**src/rtl/if_id_fetch_queue.sv**
```systemverilog
// IF/ID fetch queue: DEPTH-entry circular buffer of {pc, inst} pairs between fetch and decode.
// Handshake: fetch transfers an entry on a rising edge where in_valid && in_ready (and no flushD);
// decode consumes the head on an edge where out_valid && !bubbleD && !flushD.
module if_id_fetch_queue #(
  parameter int DATA_W = 32,
  parameter int ADDR_W = 32,
  parameter int DEPTH  = 4,
  parameter int CNT_W  = $clog2(DEPTH + 1)
) (
  input  logic              clk,
  input  logic              rst_n,
  input  logic              in_valid,
  output logic              in_ready,
  input  logic [ADDR_W-1:0] in_pc,
  input  logic [DATA_W-1:0] in_inst,
  input  logic              bubbleD,
  input  logic              flushD,
  output logic              out_valid,
  output logic [ADDR_W-1:0] out_pc,
  output logic [DATA_W-1:0] out_inst,
  output logic [CNT_W-1:0]  count
);

  localparam int PTR_W = (DEPTH > 1) ? $clog2(DEPTH) : 1;

  logic [ADDR_W-1:0] pc_mem   [DEPTH];
  logic [DATA_W-1:0] inst_mem [DEPTH];
  logic [PTR_W-1:0]  rd_ptr;
  logic [PTR_W-1:0]  wr_ptr;
  logic              push;
  logic              pop;

  // in_ready comes only from the registered count, so stalls and flushes never reach it.
  assign in_ready  = (count != CNT_W'(DEPTH));
  assign out_valid = (count != '0);
  assign push      = in_valid && in_ready && !flushD;
  assign pop       = out_valid && !bubbleD && !flushD;

  assign out_pc   = out_valid ? pc_mem[rd_ptr]   : '0;
  assign out_inst = out_valid ? inst_mem[rd_ptr] : '0;

  always_ff @(posedge clk or negedge rst_n) begin
    if (!rst_n) begin
      rd_ptr <= '0;
      wr_ptr <= '0;
      count  <= '0;
    end else if (flushD) begin
      rd_ptr <= '0;
      wr_ptr <= '0;
      count  <= '0;
    end else begin
      if (push) wr_ptr <= wr_ptr + 1'b1;
      if (pop)  rd_ptr <= rd_ptr + 1'b1;
      if (push && !pop)      count <= count + 1'b1;
      else if (pop && !push) count <= count - 1'b1;
    end
  end

  // The tail never aliases the head while entries are queued, so the head is stable during a stall.
  always_ff @(posedge clk or negedge rst_n) begin
    if (!rst_n) begin
      for (int i = 0; i < DEPTH; i++) begin
        pc_mem[i]   <= '0;
        inst_mem[i] <= '0;
      end
    end else if (push) begin
      pc_mem[wr_ptr]   <= in_pc;
      inst_mem[wr_ptr] <= in_inst;
    end
  end

endmodule

```
**config.mk**
```make
export PLATFORM = sky130hd
export DESIGN_NAME = if_id_fetch_queue
export DESIGN_NICKNAME = d
export VERILOG_FILES = /design/src/rtl/if_id_fetch_queue.sv
export SDC_FILE = /design/constraint.sdc
export NUM_CORES = 1
export LEC_CHECK = 0
export CORE_MARGIN = 5
export CORE_UTILIZATION = 25
export CTS_CLUSTER_DIAMETER = 80
export DETAILED_ROUTE_END_ITERATION = 8
export GPL_TIMING_DRIVEN = 0
export PLACE_DENSITY = 0.5
export SLEW_MARGIN = 20
export SYNTH_ARGS = -nofsm -noshare
export SYNTH_HDL_FRONTEND = slang
export SYNTH_SLANG_ARGS = --single-unit
```
**constraint.sdc**
```tcl
create_clock -name clk -period 2.1 [get_ports clk]
set_clock_uncertainty 0.15 [all_clocks]
set_input_delay 0.21 -clock clk [delete_from_list [all_inputs] [get_ports clk]]
set_output_delay 0.21 -clock clk [all_outputs]
set_load 0.03 [all_outputs]
```
==> results.md, run 1 <==
- Outcome: complete, but fails checks
- Failing checks: negative setup slack
- Critical Path, Cell by Cell: buf_12 > buf_12 > mux4_2 > and2_4 > buf_6
- Synth Area per Inst: 17.61 µm²
- Final sum of negative setup slack: -71.64 ns
- Cell at the root of the clock tree: sky130_fd_sc_hd__clkbuf_16
- Clock tree from TritonCTS: yes
- Drt total wl: 36150 µm
- Starting Density: 25.18%
- Cell repeated most along the worst path: sky130_fd_sc_hd__buf_12
- Share of the core filled with cells in the final layout: 35.63%
- Total half-perimeter wirelength after legalization and detailed placement: 20560 µm
- Total nets after synthesis: 824
- Number of max-cap violations: 0
- Initial antenna violation count: 2
- Hold Slack: 0.1415 ns
- Die width: 239.8 µm
- Floorplan core area: 52450 µm²
- Area of the mapped netlist: 13210 µm²
- CP bufs+invs: 3
- Met3 Track Usage GR: 2.844%
- Number of enable flip-flop cells after synthesis: 0
- Cells after Synth: 750
- Highest-count cells in the layout ignoring fill and taps: sky130_fd_sc_hd__dfrtp_1 (259), sky130_fd_sc_hd__mux2_4 (256), sky130_fd_sc_hd__buf_6 (87)
- Most common cell after layout, fill and taps aside: sky130_fd_sc_hd__dfrtp_1
- Number of distinct library cell variants in the gate-level netlist after synthesis: 35
- Number of placed I/O pins: 138
- Tmin final: 2.477 ns
- # H-tree levels: 2
- Share of layout cells above drive strength 1: 63.22%
- Overall routing resource usage: 12.34%
- Growth of design area from synthesis to finish: 41.50%
- Routability Congestion: 0.6815
- Startpoint types: register
- Share of the yosys chip area belonging to registers: 49.84%
- Max-slew violation count: 0
- Slew at the pin closest to its max-slew limit: 0.7026 ns
- Maximum number of pins on one net before global-route repair: 92
- Gr busiest metal: met2
- Initial DRC Count: 308
- Wirelength per Cell: 20.95 µm
- TritonRoute pass-1 iters: 4
- Crit path DAT: 2.12 ns
- Inserted Clock Buffers: 36
- Required time of the worst setup path: 1.74 ns
- Setup slack after layout: -0.3766 ns
- Via count of the first global-routing pass: 8128
- Static leakage: 8.953 nW
- Setup violation total in the final timing report: 323
- Pwr dens: 1527 nW/µm²
- Insertion delay of the later-clocked pin in the worst-skew pair: 0.52 ns
- Post-DR vias/cell: 4.282
- CP top delay family: multiplexers
- Startpoint-to-endpoint class of the critical path: register to output port
- Number of warnings issued by yosys: 0
- Most used flip-flop cell after synthesis: sky130_fd_sc_hd__dfrtp_1
- Worst ir drop on vdd: 0.7139 mV
- M2 GR Usage: 18.80%
- Maximum cell stage delay along the critical path: 0.51 ns
- Die area: 57520 µm²
- Fill cell instance count of the final layout: 4915
- Clk slew on worst S/H paths: 0.06 ns
- Number of I/O port buffers: 136
- Drc violations: 0
- Storage element area: 6586 µm²
- Crit-path max FO: 9
- Via count: 7386
- Tightest slew margin relative to the limit: 53.16%
- Clock tree sinks: 263
- Slowest CP cell: sky130_fd_sc_hd__mux4_2
- Post-synth ARST share: 100.0%
- Remaining antenna violation count: 0
- Chip height: 239.8 µm
- Global route overflow: 0
- Buffers from clock root to sink, at most: 3
- Area of the multi-input gates: 6337 µm²
- Post-layout net count: 1085
- Placement Rows: 84
- Unrepaired setup endpoints after global routing: yes
- Wire length of the first global-routing pass: 53740 µm
- Hold Path Class: primary input to asynchronous set/reset pin
- Highest clock rate: 0.4038 GHz
- Number of hold violations in the final report: 0
- Endpoint kind of the worst setup timing path: output port
- Register-to-register setup slack: -0.31 ns
- Final period util: 117.9%
- Met1 Usage GRT: 17.87%
- Flops & latches, synth: 263
-- state kept, by name, indices dropped and copies added (netlist names) --
| name | cells |
|---|---|
| inst_mem | 128 |
| rd_ptr | 2 |
| wr_ptr | 2 |
| count | 3 |
| pc_mem | 128 |
-- Yosys cell counts (3+ instances only) --
cell type                    n  area (µm²)
sky130_fd_sc_hd__a21oi_1     5       25.02
sky130_fd_sc_hd__and2_1     65       406.6
sky130_fd_sc_hd__buf_1       4       15.01
sky130_fd_sc_hd__buf_12     24       480.5
sky130_fd_sc_hd__buf_2       5       25.02
sky130_fd_sc_hd__clkbuf_1   14       52.55
sky130_fd_sc_hd__dfrtp_1   263        6581
sky130_fd_sc_hd__ha_1        4       50.05
sky130_fd_sc_hd__inv_1       5       18.77
sky130_fd_sc_hd__mux2_2     16       180.2
sky130_fd_sc_hd__mux2_4    240        3603
sky130_fd_sc_hd__mux4_2     64        1441
sky130_fd_sc_hd__nand2_1     3       11.26
sky130_fd_sc_hd__nand2_8     4       80.08
sky130_fd_sc_hd__nor2_1      7       26.28
sky130_fd_sc_hd__nor3_1      3       15.01
-- worst register-to-register path, stage by stage, from the launching register on --
cell and delay [ns]:
sky130_fd_sc_hd__dfrtp_2 0.41, sky130_fd_sc_hd__buf_6 0.12, sky130_fd_sc_hd__or3b_4 0.40, sky130_fd_sc_hd__and3b_2 0.24
sky130_fd_sc_hd__buf_12 0.16, sky130_fd_sc_hd__nand2_8 0.11, sky130_fd_sc_hd__buf_12 0.16, sky130_fd_sc_hd__buf_12 0.12
sky130_fd_sc_hd__buf_12 0.12, sky130_fd_sc_hd__mux2_4 0.30
-- path summary, 6_finish.rpt --
check,cells past startpoint,startpoint,to
max in group asynchronous,3,rst_n,inst_mem[36]$_DFFE_PN0P_
hold reg to reg,1,pc_mem[60]$_DFFE_PN0P_,pc_mem[60]$_DFFE_PN0P_
setup reg to reg,9,count[1]$_DFFE_PN0P_,pc_mem[38]$_DFFE_PN0P_
hold / removal,2,rst_n,pc_mem[35]$_DFFE_PN0P_
min in group clk,2,in_inst[22],inst_mem[86]$_DFFE_PN0P_
setup / recovery,5,rd_ptr[0]$_DFFE_PN0P_,out_inst[22]
-- power breakdown --
| group | internal, mW | switching [mW] | total, mW | leakage (nW) |
|---|---|---|---|---|
| sequential | 7.27 | 1.21 | 8.47 | 3.30 |
| combinational | 8.52 | 5.45 | 14.0 | 5.08 |
| clock | 3.69 | 2.40 | 6.09 | 0.568 |
| total | 19.5 | 9.06 | 28.5 | 8.95 |
-- area by class of cell --
class | count | area share (%)
buffer | 36 | 3.489
tap | 688 | 4.607
sequential | 263 | 35.25
antenna | 1 | 0.01339
multi-input combinational | 437 | 33.92
timing repair buffer | 232 | 16.34
clock buffer | 48 | 5.498
inverter | 5 | 0.1004
clock inverter | 15 | 0.7901
-- what timing repair did --
item	in CTS	in global routing
setup endpoints to repair	326	327
pin swaps	42	9
buffers inserted	53	26
hold endpoints to repair	87	0
gates resized for setup	632	55
hold buffers	3	0
cloned	27	6
-- metrics by stage --
| stage | total power [mW] | instance area (µm²) | setup WS, ns | instances |
|---|---|---|---|---|
| after floorplan | 16.32 | 13290 | -0.1663 | 750 |
| after global placement | 19.93 | 15520 | -12.30 | 1574 |
| after detailed placement | 20.03 | 15580 | -1.355 | 1576 |
| after CTS | 29.08 | 18660 | -0.4700 | 1720 |
| after global routing | 30.02 | 18680 | -0.4668 | 1724 |
| final | 28.53 | 18690 | -0.3766 | 1725 |
-- routing by layer --
metal | part of all wire [%] | wire length [µm] | up-vias
met3 | 3.8 | 1388 | 54
met1 | 48 | 17420 | 3930
met5 | 0.058 | 21 | -
met2 | 46 | 16550 | 134
li1 | - | - | 3264
met4 | 2.1 | 771 | 4
-- logic make-up after synthesis --
group | after synthesis | share of synthesized area [%]
buf+inv | 53 | 4.567
mux | 320 | 39.57
fa+ha+maj | 5 | 0.5306
flops | 263 | 49.84
compound gates | 12 | 0.5686
xor+xnor | 3 | 0.1990
simple gates | 94 | 4.728
Power figures use the tool's default switching activity.
==> run 2, diff against run 1 <==
- ABC_CLOCK_PERIOD_IN_PS: not set -> 2100
- CAP_MARGIN: not set -> 10
==> results of run 2 <==
Same layout as run 1: the final DEF is identical, and so are final timing and power.
